### src/rtl/sync_fifo_param.sv
// Single-clock parametrised FIFO with registered count/flags, sticky errors and flush.
// Latency: standard mode 1 cycle from accepted read to rd_data; FWFT mode head visible combinationally.
// Backpressure: writes refused while full (sets overflow), reads refused while empty (sets underflow).
//
// Optional feature: define SYNC_FIFO_FWFT_EN for first-word fall-through read mode.
// Ports:
//   i_clk, i_rst (sync, active-high), i_flush, i_clr_err
//   i_wr_en/i_wr_data   write side
//   i_rd_en, o_rd_data, o_rd_valid   read side
//   o_full, o_empty, o_almost_full, o_almost_empty, o_count   status (registered)
//   o_overflow, o_underflow   sticky error flags
module sync_fifo_param #(
    parameter int DATA_WIDTH    = 4,
    parameter int ADDR_WIDTH    = 3,
    parameter int AFULL_THRESH  = 6,
    parameter int AEMPTY_THRESH = 1
) (
    input  logic                  i_clk,
    input  logic                  i_rst,
    input  logic                  i_flush,
    input  logic                  i_wr_en,
    input  logic [DATA_WIDTH-1:0] i_wr_data,
    input  logic                  i_rd_en,
    input  logic                  i_clr_err,
    output logic [DATA_WIDTH-1:0] o_rd_data,
    output logic                  o_rd_valid,
    output logic                  o_full,
    output logic                  o_empty,
    output logic                  o_almost_full,
    output logic                  o_almost_empty,
    output logic [ADDR_WIDTH:0]   o_count,
    output logic                  o_overflow,
    output logic                  o_underflow
);

    localparam int                DEPTH    = 1 << ADDR_WIDTH;
    localparam logic [ADDR_WIDTH:0] C_DEPTH  = (ADDR_WIDTH+1)'(DEPTH);
    localparam logic [ADDR_WIDTH:0] C_AFULL  = (ADDR_WIDTH+1)'(AFULL_THRESH);
    localparam logic [ADDR_WIDTH:0] C_AEMPTY = (ADDR_WIDTH+1)'(AEMPTY_THRESH);

    logic [DATA_WIDTH-1:0] r_mem [DEPTH];
    logic [ADDR_WIDTH-1:0] r_wptr;
    logic [ADDR_WIDTH-1:0] r_rptr;
    logic [ADDR_WIDTH:0]   r_count;
    logic                  r_full;
    logic                  r_empty;
    logic                  r_afull;
    logic                  r_aempty;
    logic                  r_ovf;
    logic                  r_udf;

    logic                  w_wa;
    logic                  w_ra;
    logic [ADDR_WIDTH:0]   w_count_nxt;

    // Acceptance uses the registered flags only, so there is no
    // combinational path from the request inputs to any status output.
    assign w_wa = i_wr_en & ~r_full;
    assign w_ra = i_rd_en & ~r_empty;

    always_comb begin
        w_count_nxt = r_count;
        if (i_flush) begin
            w_count_nxt = '0;
        end else if (w_wa && !w_ra) begin
            w_count_nxt = r_count + 1'b1;
        end else if (w_ra && !w_wa) begin
            w_count_nxt = r_count - 1'b1;
        end
    end

    // Storage is deliberately not reset or flushed; pointers define validity.
    always_ff @(posedge i_clk) begin
        if (!i_rst && !i_flush && w_wa) begin
            r_mem[r_wptr] <= i_wr_data;
        end
    end

    always_ff @(posedge i_clk) begin
        if (i_rst) begin
            r_wptr   <= '0;
            r_rptr   <= '0;
            r_count  <= '0;
            r_full   <= 1'b0;
            r_empty  <= 1'b1;
            r_afull  <= 1'b0;
            r_aempty <= 1'b1;
        end else begin
            if (i_flush) begin
                r_wptr <= '0;
                r_rptr <= '0;
            end else begin
                if (w_wa) r_wptr <= r_wptr + 1'b1;
                if (w_ra) r_rptr <= r_rptr + 1'b1;
            end
            // Flags follow the next-state count so they move on the same edge as o_count.
            r_count  <= w_count_nxt;
            r_full   <= (w_count_nxt == C_DEPTH);
            r_empty  <= (w_count_nxt == '0);
            r_afull  <= (w_count_nxt >= C_AFULL);
            r_aempty <= (w_count_nxt <= C_AEMPTY);
        end
    end

    // Sticky errors: a set in the same cycle as clr_err wins. Requests in a
    // flush cycle are ignored, so they cannot raise an error either.
    always_ff @(posedge i_clk) begin
        if (i_rst) begin
            r_ovf <= 1'b0;
            r_udf <= 1'b0;
        end else begin
            if (i_wr_en && r_full && !i_flush) r_ovf <= 1'b1;
            else if (i_clr_err)                r_ovf <= 1'b0;
            if (i_rd_en && r_empty && !i_flush) r_udf <= 1'b1;
            else if (i_clr_err)                 r_udf <= 1'b0;
        end
    end

`ifdef SYNC_FIFO_FWFT_EN
    logic [DATA_WIDTH-1:0] w_rd_data;

    // Head word is presented directly; forced to zero while nothing is stored.
    assign w_rd_data  = r_empty ? '0 : r_mem[r_rptr];
    assign o_rd_data  = w_rd_data;
    assign o_rd_valid = ~r_empty;
`else
    logic [DATA_WIDTH-1:0] r_rd_data;
    logic                  r_rd_valid;

    always_ff @(posedge i_clk) begin
        if (i_rst) begin
            r_rd_data  <= '0;
            r_rd_valid <= 1'b0;
        end else if (i_flush) begin
            r_rd_valid <= 1'b0;
        end else if (w_ra) begin
            r_rd_data  <= r_mem[r_rptr];
            r_rd_valid <= 1'b1;
        end else begin
            r_rd_valid <= 1'b0;
        end
    end

    assign o_rd_data  = r_rd_data;
    assign o_rd_valid = r_rd_valid;
`endif

    assign o_full         = r_full;
    assign o_empty        = r_empty;
    assign o_almost_full  = r_afull;
    assign o_almost_empty = r_aempty;
    assign o_count        = r_count;
    assign o_overflow     = r_ovf;
    assign o_underflow    = r_udf;

endmodule
### config.mk
export PLATFORM = sky130hd
export DESIGN_NAME = sync_fifo_param
export DESIGN_NICKNAME = d
export VERILOG_FILES = /design/src/rtl/sync_fifo_param.sv
export SDC_FILE = /design/constraint.sdc
export NUM_CORES = 1
export LEC_CHECK = 0
export ABC_CLOCK_PERIOD_IN_PS = 2760
export BUFFER_PORTS_ARGS = -buffer_cell sky130_fd_sc_hd__buf_2
export CAP_MARGIN = 20
export CORE_UTILIZATION = 40
export CTS_CLUSTER_DIAMETER = 80
export CTS_CLUSTER_SIZE = 28
export DETAILED_ROUTE_END_ITERATION = 8
export PLACE_DENSITY = 0.6
export REMOVE_ABC_BUFFERS = 1
export SYNTH_ARGS = -nofsm -noshare
export SYNTH_HDL_FRONTEND = slang
export SYNTH_SLANG_ARGS = --single-unit
### constraint.sdc
create_clock -name i_clk -period 2.76 [get_ports i_clk]
set_clock_uncertainty 0.15 [all_clocks]
set_input_delay 0.552 -clock i_clk [delete_from_list [all_inputs] [get_ports i_clk]]
set_output_delay 0.552 -clock i_clk [all_outputs]
set_load 0.01 [all_outputs]
==> Yosys cells after proc, flatten, opt, wreduce, memory -nomap -nowiden <==
Memories as Yosys holds them, arrays and structs flattened. A register that Yosys moved wholly into a read port is not among the register bits.
Index checks and enable logic that the tools add are counted.
{ "classes": {"bitwise": 5, "order_cmp": 2, "addsub": 4, "div": 0, "n_eq_ne": 1, "shift": 0, "n_mul": 0, "n_mux": 9, "n_reduce_logical": 17} }
{ "op_table": {"columns": ["operator", "n"], "rows": [
  ["2-to-1 mux 4 bit", 3],
  ["logical AND 1 bit", 8],
  ["adder 3 x 1 -> 3 bit (second input constant)", 2],
  ["2-to-1 mux 1 bit", 6],
  ["adder 4 x 1 -> 4 bit (second input constant)", 1],
  ["equality test 4 bit (second input constant)", 1],
  ["greater-or-equal comparator 4 x 3 -> 1 bit (second input constant)", 1],
  ["<= comparator 4 x 1 -> 1 bit (second input constant)", 1],
  ["logical NOT 1 bit", 4],
  ["logical NOT 4 bit", 1],
  ["nonzero test 2 bit", 2],
  ["subtractor 4 x 1 -> 4 bit (second input constant)", 1],
  ["inverter 1 bit", 3],
  ["AND 1 bit", 2],
  ["AND reduction 2 bit", 1],
  ["OR reduction 2 bit", 1]
]} }
{ "word_totals": {"rom_bits": 0, "input_bits": 10, "memories": 1, "reg_bits": 17, "out_inout_bits": 15, "wordCells": 49, "mem_bits_rw": 32, "latchBits": 0} }
{ "mem_list": {"columns": ["name", "words", "word_bits", "rd", "rd_ports_with_merged_regs", "write_ports", "line", "source"], "rows": [
  ["r_mem", 8, 4, 1, 1, 1, "41", "logic [DATA_WIDTH-1:0] r_mem [DEPTH];"]
]} }

==> Depth between registers and ports, before layout <==
Gate-level depths: netlist (run 1).
{ "depth": {"ltp_word": 8, "depth_mapped": 6, "depth_no_buf": 6} }

==> Worst setup path after synthesis (run 1) <==
Ideal clock, no wire load.
{ "synth_timing": {"path_kind": "input -> register", "from": "in i_flush", "to": "mem r_mem[4][0], enable pin", "t_arrival_ns": 1.745, "n_path_buf": 2, "stages": 5, "setup_ns": 0.329, "setup_slack_ns": 0.536, "t_required_ns": 2.281, "cell_sequence": "buf_2 -> or2_1 -> buf_2 -> or3_1 -> nor2_1"} }
{ "synth_via": {"elab_chain_len": 5} }
{ "synth_lines": {"columns": ["item", "line", "source"], "rows": [
  ["start, declared", "20", "input logic i_flush,"],
  ["logical NOT 1 bit", "74", "if (!i_rst && !i_flush && w_wa) begin"],
  ["logical AND 1 bit (2 in a row)", "74", null],
  ["2-to-1 mux 1 bit", "74", null],
  ["2-to-1 mux 1 bit (implied by the code)", "75", "r_mem[r_wptr] <= i_wr_data;"],
  ["end, declared", "41", null]
]} }
Every way passes these cells.

==> Worst setup path after layout (run 1) <==
{ "layout_timing": {"from": "reg r_full (netlist: o_full)", "to": "mem r_mem[4][2], enable pin"} }
{ "layout_via": {"elab_chain_len": 5} }
{ "layout_lines": {"columns": ["item", "line", "source"], "rows": [
  ["start, declared", "45", "logic r_full;"],
  ["start signal, assigned", "98", "r_full <= (w_count_nxt == C_DEPTH);"],
  ["inverter 1 bit", "58", "assign w_wa = i_wr_en & ~r_full;"],
  ["AND 1 bit", "58", null],
  ["logical AND 1 bit", "74", null],
  ["2-to-1 mux 1 bit", "74", null],
  ["2-to-1 mux 1 bit (implied by the code)", "75", null]
]} }
Every way passes these cells.

==> key figures, run 1 <==
CTS
  • CTS tree: done
  • Worst-Skew Late Latency: 0.30 ns
  • Num CTS Buffers: 5
  • Worst-path clk slew: ~0.1 ns
  • # resized after CTS: 0
  • Post-CTS setup buffer count: 0
  • CTS root buf: clkbuf_8
  • Longest Clk Path Bufs: 2
  • H-tree depth: 2
  • Hold-fix buffers, CTS: 0
  • Sink Count: 53

Synth
  • Synth warnings: 0
  • Top_reg_cell synth: edfxtp_1
  • Average size of a mapped cell: ~14 um2
  • Count leader, synth: edfxtp_1
  • Mapped Area: 2270 um2
  • Post-synthesis register bit count: 53
  • Register area share after synthesis: roughly 61%
  • Post-synth top cells: edfxtp_1 (32), nor2_1 (22), dfxtp_1 (21)
  • Asr flop ratio synth: 0%
  • Top cells by area, synth: edfxtp_1 (42%), dfxtp_1 (19%), mux4_2 (7.9%)
  • Post-Syn Instances: 163
  • Area leader, netlist: edfxtp_1
  • Post-synth EDFFs: 32
  • Share of the synthesized area in the top cell type: 42.3%
  • Yosys cell types: 39

Finish
  • Diode count: 0
  • Total Nets Final: ~200
  • Layout cells sized above 1: 28.7%
  • Core Util, Final: 46.3%
  • Layout fillers: 516
  • Area Overhead vs Synth: 11.5%

Die
  • Initial core utilization: 41.5%
  • Die Width: 77.3 um
  • Die area: 5980 um2
  • I/O Pins: 25
  • Row count: 27
  • Core area: 5470 um2
  • Die Y-Extent: approximately 77 um

Worst setup path
  • Crit path required time: 2.59 ns
  • Worst path max stage delay: 0.47 ns
  • CP Data Arrival Time: ~1.9 ns
  • Crit path cell chain: or2b_2, or3_1, nor2_1
  • R2R cell count: 3
  • Critical path endpoint category: flop
  • Worst R2R End: r_mem[4][2]$_DFFE_PP_
  • Critical Path Start Type: flop
  • Largest fanout on the critical path: 5
  • R2r setup slk: 0.73 ns
  • CP startpoint: o_full$_SDFF_PP0_
  • Kind of critical path: reg2reg
  • Worst setup path end: r_mem[4][2]$_DFFE_PP_
  • Worst R2R Start: o_full$_SDFF_PP0_
  • Top cell family by delay on the critical path: simple AND/OR/NAND/NOR gates
  • CP max-delay cell: or3_1
  • Worst path bufs/invs: 0
  • Critical path depth in cells: 3

Power
  • VDD IR max: between 0.0002 and 0.00025 V
  • Power per cell area: approximately 550 nW/um2
  • Static Leak: 0.863 nW

Global route
  • GRT Total Usage: 15.4%
  • First-pass GRT wire length: 6.88 mm
  • Vias in the first global route: 1378
  • Initial antenna violation count: 0
  • Grt total ovfl: 0
  • Largest net degree at the start of global routing: 19

Status
  • Run status: finished, final reports clean

Drt
  • 1st-iter DRT viols: 78
  • Final wirelength: 4.22 mm
  • Pre-antenna DRT Iters: 4
  • DRC Markers: 0
  • Avg Vias per Cell: approximately 5.3
  • WL per Instance: 16.2 um
  • Final ANT Viol Nets: 0
  • Vias: 1376

Placement
  • IO Port Bufs: 24
  • Gpl congestion: 0.859
  • HPWL Detailed: 3.12 mm

STA
  • Fmax: 0.492 GHz
  • Worst-margin pin slew: 0.602 ns
  • Period utilization: 73.7%
  • Post-route setup TNS: 0 ns
  • Final Setup Violations: 0
  • Rel. slew slack: ~60%
  • Final hold vios: 0
  • RSZ-0062 raised after global routing: no
  • Min Tclk post-route: 2.03 ns
  • Final slew viol count: 0

Run
  • Reported max-cap violation count: 0

Worst hold path
  • Tightest Hold Check Type: reg2reg
==> per-layer routing <==
metal,track usage (%),vias to the layer above,part of all wire (%)
met5,0,-,0
met4,6.42,0,1.4
met3,3.81,4,3.3
met2,25.0,34,50
met1,19.4,690,46
li1,-,648,-
==> state kept, by name, indices dropped and copies added, names as in the netlist, 3 cells and up <==
| signal | count |
|---|---|
| r_mem | 32 |
| o_count | 4 |
| o_rd_data | 4 |
| r_rptr | 3 |
| r_wptr | 3 |
==> kinds of logic (layout without fill, tap and decap cells) <==
| logic type | after synthesis | after routing | synth area share [%] |
|---|---|---|---|
| muxes | 12 | 12 | 9.70 |
| and+or+nand+nor | 55 | 55 | 13.7 |
| xor gates and xnor gates | 8 | 8 | 3.09 |
| DFF | 53 | 53 | 60.9 |
| buffers and inverters | 11 | 36 | 2.87 |
| AOI/OAI and AO/OA | 19 | 19 | 7.06 |
| adders and majority gates | 5 | 5 | 2.70 |
==> stage by stage <==
| stage | cell area (um2) | hold WS [ns] | setup slack [ns] | instances | total power [mW] |
|---|---|---|---|---|---|
| 3_3_place_gp | 2440 | 0.307 | 0.516 | 252 | 0.976 |
| 3_5_place_dp | 2440 | 0.318 | 0.460 | 252 | 0.978 |
| 6_report | 2530 | 0.326 | 0.726 | 260 | 1.40 |
| 4_1_cts | 2530 | 0.332 | 0.753 | 260 | 1.41 |
| 2_1_floorplan | 2210 | 0.333 | 0.741 | 154 | 0.937 |
| 5_1_grt | 2530 | 0.353 | 0.651 | 260 | 1.45 |
==> cells in the final DEF, fill, tap and decap left out, drive strengths merged, types with 6 or more instances in the layout <==
master	n
edfxtp	32
buf	26
nor2	23
dfxtp	21
nand2	9
mux4	8
a211oi	6
==> tightest hold or removal path, cell delays in order, from the launching register on <==
cell and delay (ns):
dfxtp_1 0.32, nand2b_1 0.07, a21oi_1 0.05
==> worst min-delay path by stage <==
| stage | endpoint | cells after the start | startpoint |
|---|---|---|---|
| 6_report | o_underflow$_SDFFE_PP0P_ | 2 | o_underflow$_SDFFE_PP0P_ |
| 5_1_grt | o_underflow$_SDFFE_PP0P_ | 2 | o_underflow$_SDFFE_PP0P_ |
| 4_1_cts | o_underflow$_SDFFE_PP0P_ | 2 | o_underflow$_SDFFE_PP0P_ |
| 3_5_place_dp | o_underflow$_SDFFE_PP0P_ | 2 | o_underflow$_SDFFE_PP0P_ |
| 3_3_place_gp | o_underflow$_SDFFE_PP0P_ | 2 | o_underflow$_SDFFE_PP0P_ |
| 2_1_floorplan | o_overflow$_SDFFE_PP0P_ | 2 | o_overflow$_SDFFE_PP0P_ |
==> where the power goes <==
part           switching [mW]  leakage (nW)  internal (mW)  total, mW
logic                  0.0581         0.360         0.0426      0.101
registers             0.00991         0.459          0.848      0.858
clock network           0.254        0.0447          0.183      0.437
==> area by class of cell <==
class | instances | area (um2) | share of cell area, %
timing repair buffer | 26 | 135 | 5.34
sequential | 53 | 1380 | 54.6
multi-input combinational | 99 | 823 | 32.5
tap | 72 | 90.1 | 3.56
clock buffer | 5 | 68.8 | 2.72
inverter | 2 | 7.51 | 0.297
clock inverter | 3 | 25.0 | 0.989
Power figures use the tool's default switching activity.
==> run 2: changes to the inputs <==
--- a/config.mk
+++ b/config.mk
@@ -5,7 +5,7 @@
 export SDC_FILE = /design/constraint.sdc
 export NUM_CORES = 1
 export LEC_CHECK = 0
-export ABC_CLOCK_PERIOD_IN_PS = 2760
+export ABC_CLOCK_PERIOD_IN_PS = 1920
 export BUFFER_PORTS_ARGS = -buffer_cell sky130_fd_sc_hd__buf_2
 export CAP_MARGIN = 20
 export CORE_UTILIZATION = 40
==> constraint.sdc (replaced) <==
create_clock -name i_clk -period 1.92 [get_ports i_clk]
set_clock_uncertainty 0.15 [all_clocks]
set_input_delay 0.384 -clock i_clk [delete_from_list [all_inputs] [get_ports i_clk]]
set_output_delay 0.384 -clock i_clk [all_outputs]
set_load 0.01 [all_outputs]
==> key figures, run 2 (synthesis gave the netlist of run 1 again) <==
Finish
  • Diode count: 0 (unchanged)
  • Largest Register: r_mem
  • Non-filler instance count after layout: 280 (+7.7%)
  • Total Nets Final: 221 (+10%)
  • Max reg flops: 32 (unchanged)
  • Commonest non-fill, non-tap cells in the layout: edfxtp_1 (32), buf_2 (24), nor2_1 (22), buf_4 (22), dfxtp_1 (21)
  • Layout fillers: 500 (-3.1%)
  • Area Overhead vs Synth: 17.8%
  • Layout cells sized above 1: 35.1% (+6.4 points)
  • Leading cell type in the layout, fill and taps excluded: edfxtp_1

Worst setup path
  • Crit path required time: 1.75 ns (-0.84 ns)
  • CP max-delay cell: or3_1
  • Critical path endpoint category: flop
  • CP Data Arrival Time: 1.64 ns (-0.22 ns)
  • Kind of critical path: reg2reg
  • Critical Path Start Type: flop
  • Crit path cell chain: or2b_2, or3_1, nor3_2
  • Worst path max stage delay: 0.44 ns (-0.03 ns)
  • Worst path bufs/invs: 0 (unchanged)
  • Largest fanout on the critical path: 4 (-1)
  • Top cell family by delay on the critical path: simple AND/OR/NAND/NOR gates

CTS
  • Post-CTS setup buffer count: 0 (unchanged)
  • Hold-fix buffers, CTS: 0 (unchanged)
  • H-tree depth: 2 (unchanged)
  • Sink Count: 53 (unchanged)
  • # resized after CTS: 0 (unchanged)
  • CTS tree: done
  • Num CTS Buffers: 5 (unchanged)
  • Worst-Skew Late Latency: 0.30 ns (about the same)
  • Longest Clk Path Bufs: 2 (unchanged)
  • CTS root buf: clkbuf_8
  • Worst-path clk slew: 0.10 ns (about the same)

Die
  • Die Width: 77.3 um (unchanged)
  • Row count: 27 (unchanged)
  • Die area: 5980 um2 (unchanged)
  • Die Y-Extent: 77.3 um (unchanged)
  • I/O Pins: 25 (unchanged)
  • Core area: 5470 um2 (unchanged)
  • Initial core utilization: 41.5% (unchanged)

Drt
  • 1st-iter DRT viols: 71 (-9.0%)
  • Final ANT Viol Nets: 0 (unchanged)
  • DRC Markers: 0 (unchanged)
  • Vias: 1378 (+0.15%)
  • Pre-antenna DRT Iters: 4 (unchanged)
  • WL per Instance: 15.0 um (-7.4%)
  • Final wirelength: 4.21 mm (-0.31%)
  • Avg Vias per Cell: 4.92 (-7.0%)

STA
  • Fmax: 0.553 GHz (+12%)
  • Period utilization: 94.2% (+20 points)
  • Final hold vios: 0 (unchanged)
  • Min Tclk post-route: 1.81 ns (-0.226 ns)
  • RSZ-0062 raised after global routing: no
  • WHS: 0.197 ns (-0.130 ns)
  • Rel. slew slack: 70.5% (+11 points)
  • Worst-margin pin slew: 0.442 ns (-0.160 ns)
  • Final slew viol count: 0 (unchanged)
  • Final Setup Violations: 0 (unchanged)

Global route
  • GRT Total Usage: 16.1% (+0.70 points)
  • Grt total ovfl: 0 (unchanged)
  • First-pass GRT wire length: 7.26 mm (+5.5%)
  • Initial antenna violation count: 0 (unchanged)
  • Vias in the first global route: 1453 (+5.4%)
  • Largest net degree at the start of global routing: 17 (-2)

Run
  • Reported max-cap violation count: 0 (unchanged)

Power
  • VDD IR max: 0.000424 V (+110%)
  • Static Leak: 0.963 nW (+12%)
  • Power per cell area: 755 nW/um2 (+37%)

Worst hold path
  • Tightest Hold Check Type: in2reg

Placement
  • IO Port Bufs: 24 (unchanged)
  • DP Cell Count: 272 (+7.9%)
  • Gpl congestion: 0.834 (-2.9%)
  • HPWL Detailed: 3.15 mm (+0.85%)

Status
  • Run status: finished, final reports clean
-- run 2: changes by cell type in the layout (fill, tap and decap cells not counted) --
cell | before | now
clkinvlp_4 | 1 | 0
clkinvlp_2 | 0 | 1
clkbuf_1 | 0 | 1
buf_4 | 2 | 22
clkinv_4 | 1 | 0
-- run 2: metal layers --
metal / vias up / wire length, um / global-route usage, %
met1: 662 / 2030 / 21.8
met5: - / 0 / 0
met4: 0 / 74 / 5.66
met2: 29 / 1930 / 25.0
li1: 680 / - / -
met3: 7 / 173 / 3.93
-- run 2: cell type report --
type / count / area (um2) / area share (%)
flip-flops and latches: 53 / 1380 / 51.7
multi-input cells: 99 / 823 / 30.8
repair buffers: 46 / 285 / 10.7
well taps: 72 / 90.1 / 3.37
clock buffers: 6 / 72.6 / 2.71
clock inverters: 2 / 13.8 / 0.515
inverters: 2 / 7.51 / 0.281
-- run 2: worst register-to-register path, stage by stage (launching register included) --
cell,delay (ns)
dfxtp_1,0.32
or2b_2,0.30
or3_1,0.44
nor3_2,0.29
-- run 2: power by group --
part	switching [mW]	internal (mW)
logic	0.0900	0.0765
clock network	0.361	0.259
registers	0.0115	1.22
-- run 2: final timing paths --
path | slack [ns] | end | depth (start not counted) | startpoint
worst max-delay path | 0.11 | r_mem[0][1]$_DFFE_PP_ | 3 | o_full$_SDFF_PP0_
worst min-delay path | 0.20 | o_overflow$_SDFFE_PP0P_ | 3 | i_clr_err
worst max register to register | 0.11 | r_mem[0][1]$_DFFE_PP_ | 3 | o_full$_SDFF_PP0_
worst min register to register | 0.33 | o_overflow$_SDFFE_PP0P_ | 2 | o_overflow$_SDFFE_PP0P_
-- run 2: through the flow --
step	setup slack [ns]	power, mW	setup TNS (ns)	cell area (um2)	utilization [%]
final	0.112	2.02	0	2670	48.9
after global routing	0.0407	2.11	0	2670	48.9
after CTS	0.0984	2.04	0	2670	48.9
after detailed placement	-0.0802	1.42	-0.586	2590	47.3
after global placement	-0.0343	1.42	-0.164	2590	47.3
after floorplan	0.0636	1.35	0	2210	-
